File: src/rtl/fetch_pkg.sv
// Shared fetch/control constants: next-PC select codes, bubble word,
// and fetch FSM state encoding.
package fetch_pkg;

   localparam int PC_SEL_WIDTH = 2;

   localparam logic [PC_SEL_WIDTH-1:0] PC_SEL_FOUR   = 2'd0;
   localparam logic [PC_SEL_WIDTH-1:0] PC_SEL_BRANCH = 2'd1;
   localparam logic [PC_SEL_WIDTH-1:0] PC_SEL_JAL    = 2'd2;
   localparam logic [PC_SEL_WIDTH-1:0] PC_SEL_JALR   = 2'd3;

   localparam logic [31:0] NOP_INSTR = 32'h0000_0013;

   typedef enum logic [1:0] {
      FETCH_IDLE,
      FETCH_REQ,
      FETCH_WAIT
   } fetch_state_e;

   function automatic logic [31:0] word_align(input logic [31:0] a);
      return {a[31:2], 2'b00};
   endfunction

endpackage

File: src/rtl/fetch_skid_buf.sv
// One-entry holding slot for a fetched word that arrives while
// decode is stalled.
module fetch_skid_buf (
   input  logic        clk,
   input  logic        rst_n,
   input  logic        load,
   input  logic        drain,
   input  logic        clear,
   input  logic [31:0] data_in,
   input  logic [31:0] pc_in,
   output logic        full,
   output logic [31:0] data,
   output logic [31:0] pc
);

   always_ff @(posedge clk or negedge rst_n) begin
      if (!rst_n) begin
         full <= 1'b0;
         data <= '0;
         pc   <= '0;
      end else if (clear) begin
         full <= 1'b0;
      end else if (load) begin
         full <= 1'b1;
         data <= data_in;
         pc   <= pc_in;
      end else if (drain) begin
         full <= 1'b0;
      end
   end

endmodule

File: src/rtl/fetch_unit.sv
// Instruction fetch: single-outstanding request/grant/rvalid port,
// redirect with discard of in-flight data, and a skid slot for stalls.
module fetch_unit
   import fetch_pkg::*;
#(
   parameter logic [31:0] RESET_PC  = 32'h0000_0000,
   parameter logic [31:0] NOP_INSTR = fetch_pkg::NOP_INSTR
) (
   input  logic                    clk,
   input  logic                    rst_n,
   input  logic [PC_SEL_WIDTH-1:0] pc_sel,
   input  logic [31:0]             branch_target,
   input  logic [31:0]             jal_target,
   input  logic [31:0]             jalr_target,
   input  logic                    stall_if,
   input  logic                    flush_if,
   output logic                    imem_req,
   output logic [31:0]             imem_addr,
   input  logic                    imem_gnt,
   input  logic                    imem_rvalid,
   input  logic [31:0]             imem_rdata,
   output logic [31:0]             instr_decode,
   output logic [31:0]             pc_decode,
   output logic                    valid_decode
);

   fetch_state_e state, state_nx;
   logic         discard, discard_nx;
   logic [31:0]  fetch_pc, req_pc, target;
   logic         redirect, gnt_fire, resp, accept;
   logic         to_ifid, to_buf, drain;
   logic         buf_full;
   logic [31:0]  buf_data, buf_pc;

   always_comb begin
      target = branch_target;
      unique case (1'b1)
         (pc_sel == PC_SEL_JAL):  target = jal_target;
         (pc_sel == PC_SEL_JALR): target = jalr_target;
         default:                 target = branch_target;
      endcase
   end

   // Stall always wins over a redirect; control re-presents it later.
   assign redirect = (pc_sel != PC_SEL_FOUR) && !stall_if;
   assign imem_req  = (state == FETCH_REQ);
   assign imem_addr = fetch_pc;
   assign gnt_fire  = imem_req && imem_gnt;
   assign resp      = (state == FETCH_WAIT) && imem_rvalid;
   assign accept    = resp && !discard && !redirect;
   assign to_ifid   = accept && !stall_if;
   assign to_buf    = accept && stall_if;
   assign drain     = buf_full && !stall_if && !redirect;

   always_comb begin
      state_nx   = state;
      discard_nx = discard;
      unique case (state)
         FETCH_IDLE: begin
            if (!buf_full || redirect) state_nx = FETCH_REQ;
         end
         FETCH_REQ: begin
            if (gnt_fire) begin
               state_nx   = FETCH_WAIT;
               discard_nx = redirect;
            end
         end
         FETCH_WAIT: begin
            if (resp) begin
               discard_nx = 1'b0;
               state_nx   = to_buf ? FETCH_IDLE : FETCH_REQ;
            end else if (redirect) begin
               discard_nx = 1'b1;
            end
         end
         default: state_nx = FETCH_IDLE;
      endcase
   end

   always_ff @(posedge clk or negedge rst_n) begin
      if (!rst_n) begin
         state    <= FETCH_IDLE;
         discard  <= 1'b0;
         fetch_pc <= word_align(RESET_PC);
         req_pc   <= '0;
      end else begin
         state   <= state_nx;
         discard <= discard_nx;
         if (redirect)
            fetch_pc <= word_align(target);
         else if (gnt_fire)
            fetch_pc <= fetch_pc + 32'd4;
         if (gnt_fire)
            req_pc <= fetch_pc;
      end
   end

   always_ff @(posedge clk or negedge rst_n) begin
      if (!rst_n) begin
         instr_decode <= NOP_INSTR;
         pc_decode    <= '0;
         valid_decode <= 1'b0;
      end else if (!stall_if) begin
         if (redirect) begin
            instr_decode <= NOP_INSTR;
            valid_decode <= 1'b0;
         end else if (drain) begin
            instr_decode <= buf_data;
            pc_decode    <= buf_pc;
            valid_decode <= 1'b1;
         end else if (to_ifid) begin
            instr_decode <= imem_rdata;
            pc_decode    <= req_pc;
            valid_decode <= 1'b1;
         end else if (flush_if) begin
            instr_decode <= NOP_INSTR;
            valid_decode <= 1'b0;
         end
      end
   end

   fetch_skid_buf u_skid (
      .clk     (clk),
      .rst_n   (rst_n),
      .load    (to_buf),
      .drain   (drain),
      .clear   (redirect),
      .data_in (imem_rdata),
      .pc_in   (req_pc),
      .full    (buf_full),
      .data    (buf_data),
      .pc      (buf_pc)
   );

endmodule

File: config.mk
export PLATFORM = sky130hd
export DESIGN_NAME = fetch_unit
export DESIGN_NICKNAME = d
export VERILOG_FILES = /design/src/rtl/fetch_pkg.sv /design/src/rtl/fetch_skid_buf.sv /design/src/rtl/fetch_unit.sv
export SDC_FILE = /design/constraint.sdc
export NUM_CORES = 1
export LEC_CHECK = 0
export BUFFER_PORTS_ARGS = -buffer_cell sky130_fd_sc_hd__buf_2
export CAP_MARGIN = 20
export CORE_MARGIN = 5
export CORE_UTILIZATION = 45
export DETAILED_ROUTE_END_ITERATION = 8
export HOLD_SLACK_MARGIN = 0.03
export PLACE_DENSITY = 0.7
export SLEW_MARGIN = 25
export SYNTH_ARGS = -nofsm -noshare
export SYNTH_HDL_FRONTEND = slang
export SYNTH_SLANG_ARGS = --single-unit
File: constraint.sdc
create_clock -name clk -period 2.4 [get_ports clk]
set_input_delay 0.24 -clock clk [delete_from_list [all_inputs] [get_ports clk]]
set_output_delay 0.24 -clock clk [all_outputs]
set_load 0.05 [all_outputs]
# --- Word-level counts from Yosys, hierarchy flattened ---
# Cells that the tools add are included.
word_totals:
  register_bits: 197
  latchBits: 0
  ram_bits: 0
  mem_bits_ro: 0
  in_bits: 136
  output_inout_bits: 98
  wordCells: 72
  n_memories: 0
classes:
  addsub: 1
  n_mul: 0
  div: 0
  order_cmp: 0
  eq_ne: 8
  shift: 0
  muxes: 25
  bitwise: 2
  reduce_logical: 26
op_table:
  columns: ["op", "n"]
  rows:
  - ["$mux 32", 8]
  - ["$pmux 32 s2", 1]
  - ["$add 32x3->32 const B", 1]
  - ["$mux 1", 11]
  - ["$logic_and 1x1->1", 9]
  - ["$reduce_and 3->1", 3]
  - ["$reduce_bool 2->1", 4]
  - ["$eq 2x2->1 const B", 3]
  - ["$mux 2", 3]
  - ["$pmux 2 s3", 1]
  - ["$logic_not 1->1", 4]
  - ["$ne 2x2->1 const B", 2]
  - ["$reduce_and 2->1", 2]
  - ["$reduce_bool 4->1", 1]
  - ["$ne 3x3->1 const B", 1]
  - ["$reduce_bool 3->1", 1]
  - ["$eq 2x1->1 const B", 1]
  - ["$logic_not 2->1", 1]
  - ["$ne 2x1->1 const B", 1]
  - ["$not 1->1", 2]
  - ["$pmux 1 s2", 1]
  - ["$logic_or 1x1->1", 1]

# --- Logic depth before layout (Yosys ltp) ---
# Gate-level depths: netlist of run 1.
depth:
  ltp_word: 8
  mapped_depth: 8
  mapped_depth_nobuf: 6

# --- Cells and area by module ---
# Synthesis of run 1 repeated with hierarchy kept, for this count alone.
unflattened:
  cells_unflattened: 835
  area_unflattened_um2: 9280.2
by_module_without_submodules:
  columns: ["module", "n_inst", "cells_per_inst", "area_per_inst_um2", "seq_area_each_um2"]
  rows:
  - ["fetch_unit", 1, 695, 6538.8, 3206.8]
  - ["fetch_skid_buf", 1, 140, 2741.4, 1626.6]

# --- Worst setup path after synthesis of run 1 ---
# OpenSTA, ideal clock, no wires.
synth_timing:
  path_kind: "register -> register"
  start: "register fetch_pc[4], in the netlist imem_addr[4]"
  end: "register fetch_pc[29], in the netlist imem_addr[29]"
  setup_ns: 0.069
  arrival_time_ns: 2.270
  required_time_ns: 2.331
  setup_slack_ns: 0.061
  path_stages_with_launch: 6
  path_buffers: 0
  period_less_slack_ns: 2.339
  path_cell_list: "dfrtp_1 and4_4 or3b_4 or3_4 or4_1 nand3_1"
synth_via:
  elab_chain_cells: 3
synth_lines:
  columns: ["element", "line", "text"]
  rows:
  - ["from (decl)", "fetch_unit.sv:29", "logic [31:0] fetch_pc, req_pc, target;"]
  - ["from (signal assigned)", "fetch_unit.sv:84", "fetch_pc <= word_align(RESET_PC);"]
  - ["from (signal assigned)", "fetch_unit.sv:90", "fetch_pc <= word_align(target);"]
  - ["from (signal assigned)", "fetch_unit.sv:92", "fetch_pc <= fetch_pc + 32'd4;"]
  - ["$add 32x3->32", "fetch_unit.sv:92", null]
  - ["$mux 32", "fetch_unit.sv:91", "else if (gnt_fire)"]
  - ["$mux 32", "fetch_unit.sv:89", "if (redirect)"]
# No other way between the ends. The select of a mux whose other input is x is not followed.
# A chain may end at the register's enable or synchronous reset.

# --- Final worst setup path of run 1 ---
# Same ends and word-level chain as after synthesis.

==> flow_metrics.env, run 1 <==
export IMPL_outcome="complete, no violations"
export IMPL_tightest_slew_ns=0.614
export IMPL_io_buffers=223
export IMPL_timing_setup_tns_ns=0
export IMPL_synthesis_area_sq_um=8900
export IMPL_r2r_end="imem_addr[29]"
export IMPL_vias=7179
export IMPL_wl_met2_um=10800
export IMPL_die_area_sq_um=22700
export IMPL_min_to="instr_decode[18]"
export IMPL_rr_worst_depth=5
export IMPL_grt_start_max_net_pins=74
export IMPL_fin_nets=1222
export IMPL_syn_avg_cell_area_sq_um=10.3
export IMPL_stdcell_area_sq_um=11000
export IMPL_hold_class="primary input to register"
export IMPL_synth_ff_type="dfrtp_1"
export IMPL_min_period_over_period=0.879
export IMPL_drt_iter0_drc=428
export IMPL_slew_limit_headroom=0.591
export IMPL_synth_enable_flop_cells=0
export IMPL_slew_violations=0
export IMPL_clock_sinks=189
export IMPL_period_minus_slack_ns=2.11
export IMPL_slowest_delay_ns=0.46
export IMPL_setup_viol=0
export IMPL_synth_cells=866
export IMPL_timing_hold_ws_ns=0.0519
export IMPL_grt_overflow=0
export IMPL_critPathMaxFanout=7
export IMPL_p_leak_nw=5.42
export IMPL_post_drt_wl_per_cell_um=16.7
export IMPL_drive_gt1_frac=0.336
export IMPL_critPathRequiredTime_ns=2.76
export IMPL_htreeDepth=4
export IMPL_async_flop_share=1.00
export IMPL_cp_arrival_ns=2.47
export IMPL_gp_congestion=0.905
export IMPL_antenna_left=0
export IMPL_met1_length_um=10000
export IMPL_seq_area_frac_synth=0.532
export IMPL_regArea_sq_um=4730
export IMPL_die_w_um=151
export IMPL_cts_tree="built"
export IMPL_cp_buffers_inverters=0
export IMPL_min_from="imem_rdata[18]"
export IMPL_fmax_mhz=474
export IMPL_path_cells="and4_4, or3b_4, or3_4, or4_1, nand3_1"
export IMPL_top_layer="met4"
export IMPL_yosysTopAreaCell="dfrtp_1"
export IMPL_hold_depth=3
export IMPL_reg2reg_from="imem_addr[4]"
export IMPL_fillCellCount=1697
export IMPL_drc=0
export IMPL_met3WireLength_um=1840
export IMPL_synth_most_common_cell="nand2_1"
export IMPL_crit_family="simple AND/OR/NAND/NOR gates"
export IMPL_ir_worst_vdd_mv=0.466
export IMPL_cts_buffers=17
export IMPL_areaGrowthSynthToFinish_pct=23.6
export IMPL_pre_cts_slack_ns=0.307
export IMPL_vias_per_cell=5.27
export IMPL_grt_total_usage=0.205
export IMPL_synth_area_leaders="dfrtp_1, nand2_1, mux2_2"
export IMPL_yosys_warnings=0
export IMPL_place_hpwl_um=16700
export IMPL_synth_top_cells_by_count="nand2_1, dfrtp_1, mux2_2"
export IMPL_maxCapViolCount=0
export IMPL_rows=51
export IMPL_r2r_setup_slack_ns=0.29
export IMPL_drtPass1Iterations=5
export IMPL_clockBufferDepth=2
export IMPL_antenna_found_initial=0
export IMPL_multi_input_area_sq_um=3910
export IMPL_grt_pass1_vias=7118
export IMPL_rsz0062_at_grt="no"
export IMPL_worst_setup_path_end_kind="register"
export IMPL_skew_ns=0.00691
export IMPL_diodes=0
export IMPL_grt_pass1_wl_um=36800
export IMPL_core_area_sq_um=19500
export IMPL_drt_wl_total_um=22800
export IMPL_dieHeight_um=151
export IMPL_synth_distinct_cells=58
export IMPL_synth_top_cell_area_share=0.523
export IMPL_postCtsSetupBuffers=0
export IMPL_utilization=0.565
export IMPL_crit_type="register to register"
export IMPL_start_kind="register"
export IMPL_cp_slowest_cell="dfrtp_1"
export IMPL_placed_area_sq_um=10400
export IMPL_clock_root_buffer="clkbuf_16"
export IMPL_power_density_nw_per_um2=1060
export IMPL_start_util=0.457
export IMPL_pin_count=234
export IMPL_timing_final_hold_violations=0
export IMPL_clkLatencyLatePin_ns=0.43
export IMPL_ys_ff_latch=189
export IMPL_clk_pin_slew_ns=0.07
export IMPL_timing_final_ws_setup_ns=0.290
## placed cells by master, fill, tap and decap left out, types with 4 or more instances in the layout
cell and instances:
buf_12 4, a21oi_1 4, buf_2 222, a32oi_1 5
a22oi_1 43, conb_1 4, clkinvlp_4 4, nor4_1 5
nand2_1 224, dlygate4sd3_1 5, or3_1 8, buf_4 23
nor3_1 11, xnor2_1 5, nand4_1 12, dfrtp_1 186
and3_1 4, xor2_1 8, nand2b_1 4, o22ai_1 4
o21ai_0 61, nor2_1 20, inv_1 4, mux2i_1 55
nand3_1 18, o32ai_1 6, mux2_2 70, clkbuf_16 17
inv_6 4
## sequential cells by signal, summed over array words and instances (netlist names)
name / count
discard: 1
u_skid.data: 32
u_skid.pc: 30
pc_decode: 30
imem_addr: 30
valid_decode: 1
req_pc: 30
instr_decode: 32
u_skid.full: 1
state: 2
## report_power, final
| group | switching (mW) | leakage (nW) | internal (mW) |
|---|---|---|---|
| logic | 2.49 | 2.78 | 1.34 |
| clock network | 1.25 | 0.273 | 1.51 |
| registers | 0.786 | 2.36 | 4.27 |
## area by class of cell
cell class                      count  area share
Clock buffer                       20      0.0415
Sequential cell                   189       0.430
Inverter                            4     0.00136
Clock inverter                     12      0.0117
Tap cell                          265      0.0301
Multi-Input combinational cell    618       0.355
Timing Repair Buffer              255       0.130
## worst max-delay path by stage
stage	from	end	slack (ns)	cells after the start
2_1_floorplan	imem_addr[4]	imem_addr[29]	0.06	5
3_3_place_gp	stall_if	pc_decode[22]	0.33	6
3_5_place_dp	stall_if	pc_decode[25]	0.31	6
4_1_cts	imem_addr[4]	imem_addr[29]	0.29	5
5_1_grt	imem_addr[4]	imem_addr[29]	0.21	5
6_report	imem_addr[4]	imem_addr[29]	0.29	5
## worst min-delay path: stages
cell,delay [ns]
buf_2,0.09
a22oi_1,0.06
nand2_1,0.06
## kinds of logic (layout without fill, tap and decap cells)
family                   after synthesis  count (layout)  share of synthesized area
adder cells (fa/ha/maj)                1               1                    0.00141
other                                  1               4                   0.000421
AND/OR/NAND/NOR                      328             328                      0.162
flip-flops                           189             189                      0.532
XOR/XNOR                              13              13                     0.0128
buffers and inverters                 62             291                     0.0327
multiplexers                         125             125                      0.150
AO/OA/AOI/OAI                        147             147                      0.109
## metal layers
layer / global-route usage / vias up
met1: 0.279 / 3402
met5: 0 / -
li1: - / 3484
met3: 0.0430 / 17
met2: 0.338 / 276
met4: 0.0512 / 0
## stage by stage
stage | power, mW | instances
after floorplan | 7.77 | 869
after global placement | 8.80 | 1326
after detailed placement | 8.95 | 1326
after CTS | 11.8 | 1363
after global routing | 12.4 | 1363
final | 11.6 | 1363
## what timing repair did
item / in CTS / in global routing
hold endpoints to repair: 70 / 0
hold buffers: 5 / 0
gates resized for setup: 0 / 0
(Power assumes the default switching activity.)
==> inputs of run 2 (changes only) <==
CTS_BUF_LIST = sky130_fd_sc_hd__clkbuf_8   (was not set)
GPL_ROUTABILITY_DRIVEN = 0   (was not set)
==> run 2 against run 1 <==
Net effect: clock power down 27%; power decreased by 6.3%; cell area up 0.66%; critical path depth grew 1; routed wire length is 0.63% lower; via count increased by 0.88%; sequential share of layout area fell by 0.28 points.
==> flow_metrics.env, run 2 (synthesis gave the netlist of run 1 again) <==
export IMPL_utilization=0.569
export IMPL_fillCellCount=1697
export IMPL_pre_cts_slack_ns=0.303
export IMPL_slew_limit_headroom=0.623
export IMPL_timing_final_hold_violations=0
export IMPL_grt_pass1_vias=7173
export IMPL_period_minus_slack_ns=2.13
export IMPL_ir_worst_vdd_mv=0.384
export IMPL_fin_nets=1251
export IMPL_worst_setup_path_end_kind="register"
export IMPL_vias=7242
export IMPL_rr_worst_depth=6
export IMPL_fmax_mhz=469
export IMPL_dieHeight_um=151
export IMPL_grt_overflow=0
export IMPL_grt_start_max_net_pins=69
export IMPL_skew_ns=0.0117
export IMPL_clock_sinks=189
export IMPL_multi_input_area_sq_um=3910
export IMPL_cts_tree="built"
export IMPL_outcome="complete, no violations"
export IMPL_mostFrequentLayoutCells="nand2_1, buf_2, dfrtp_1"
export IMPL_power_density_nw_per_um2=985
export IMPL_rsz0062_at_grt="no"
export IMPL_power_total_mw=10.9
export IMPL_slew_violations=0
export IMPL_antenna_left=0
export IMPL_use_met3=0.0479
export IMPL_setup_viol=0
export IMPL_drive_gt1_frac=0.327
export IMPL_slowest_delay_ns=0.47
export IMPL_p_leak_nw=5.45
export IMPL_crit_family="simple AND/OR/NAND/NOR gates"
export IMPL_grt_busiest_layer="met2"
export IMPL_die_w_um=151
export IMPL_place_hpwl_um=16600
export IMPL_vias_per_cell=5.21
export IMPL_stdcell_count=1391
export IMPL_postCtsSetupBuffers=0
export IMPL_diodes=0
export IMPL_rows=51
export IMPL_cp_arrival_ns=2.46
export IMPL_clockBufferDepth=2
export IMPL_hold_class="primary input to register"
export IMPL_post_drt_wl_per_cell_um=16.3
export IMPL_drtPass1Iterations=5
export IMPL_start_util=0.457
export IMPL_antenna_found_initial=0
export IMPL_top_regs="instr_decode (32), u_skid.data (32)"
export IMPL_grt_use_met1=0.277
export IMPL_htreeDepth=4
export IMPL_cp_buffers_inverters=0
export IMPL_grt_pass1_wl_um=36900
export IMPL_path_cells="ha_1, and4_2, and2_0, nand3_1, and3_1, or3_1"
export IMPL_min_period_over_period=0.888
export IMPL_cts_buffers=17
export IMPL_die_area_sq_um=22700
export IMPL_timing_final_ws_setup_ns=0.268
export IMPL_drt_wl_total_um=22700
export IMPL_critPathMaxFanout=6
export IMPL_clkLatencyLatePin_ns=0.45
export IMPL_start_kind="register"
export IMPL_timing_setup_tns_ns=0
export IMPL_crit_type="register to register"
export IMPL_clock_root_buffer="clkbuf_8"
export IMPL_tightest_slew_ns=0.563
export IMPL_crit_cells=6
export IMPL_areaGrowthSynthToFinish_pct=24.4
export IMPL_drc=0
export IMPL_placed_cells=1325
export IMPL_r2r_setup_slack_ns=0.27
export IMPL_hold_depth=3
export IMPL_clk_pin_slew_ns=0.10
export IMPL_pin_count=234
export IMPL_critPathRequiredTime_ns=2.73
export IMPL_regArea_sq_um=4730
export IMPL_maxCapViolCount=0
export IMPL_cp_slowest_cell="dfrtp_1"
export IMPL_grt_total_usage=0.204
export IMPL_io_buffers=223
export IMPL_final_common_cell="nand2_1"
export IMPL_core_area_sq_um=19500
export IMPL_drt_iter0_drc=399
export IMPL_use_met2=0.327
[run 2: worst register-to-register path, delay by kind of cell (launching register included)]
| family | cells | cell delay [ns] |
|---|---|---|
| fa+ha+maj | 1 | 0.23 |
| flops | 1 | 0.47 |
| simple gates | 5 | 1.33 |
[run 2: path summary, 6_finish.rpt]
path                                  start          endpoint
setup reg to reg               imem_addr[2]     imem_addr[24]
hold / removal                     imem_gnt          state[0]
max in group asynchronous             rst_n          state[1]
hold reg to reg            instr_decode[22]  instr_decode[22]
min in group asynchronous             rst_n  instr_decode[10]
setup / recovery               imem_addr[2]     imem_addr[24]
[run 2: metal layers]
| metal | wire [um] | up-vias |
|---|---|---|
| met5 | 0 | - |
| met4 | 476 | 0 |
| met3 | 1680 | 31 |
| met2 | 10500 | 255 |
| met1 | 9980 | 3413 |
| li1 | - | 3543 |
[run 2: layout make-up]
type | count | area share
sequential | 189 | 0.427
multi-input combinational | 618 | 0.353
timing repair buffer | 284 | 0.154
tap | 265 | 0.0299
clock buffer | 18 | 0.0224
clock inverter | 13 | 0.0117
inverter | 4 | 0.00136
[run 2: what timing repair did]
| action | 4_1_cts | 5_1_grt |
|---|---|---|
| resized for setup | 0 | 0 |
| hold buffers | 35 | 0 |
| endpoints found under the hold margin | 119 | 0 |
[run 2: through the flow]
stage | cell area (sq um) | hold WS [ns]
after floorplan | 8910 | -0.0556
after global placement | 10300 | 0.280
after detailed placement | 10300 | 0.280
after CTS | 11100 | 0.0561
after global routing | 11100 | 0.0488
final | 11100 | 0.0815
[run 2: report_power, final]
| group | internal (mW) | switching [mW] |
|---|---|---|
| sequential | 4.26 | 0.772 |
| clock | 0.870 | 1.15 |
| combinational | 1.38 | 2.48 |
| total | 6.51 | 4.40 |
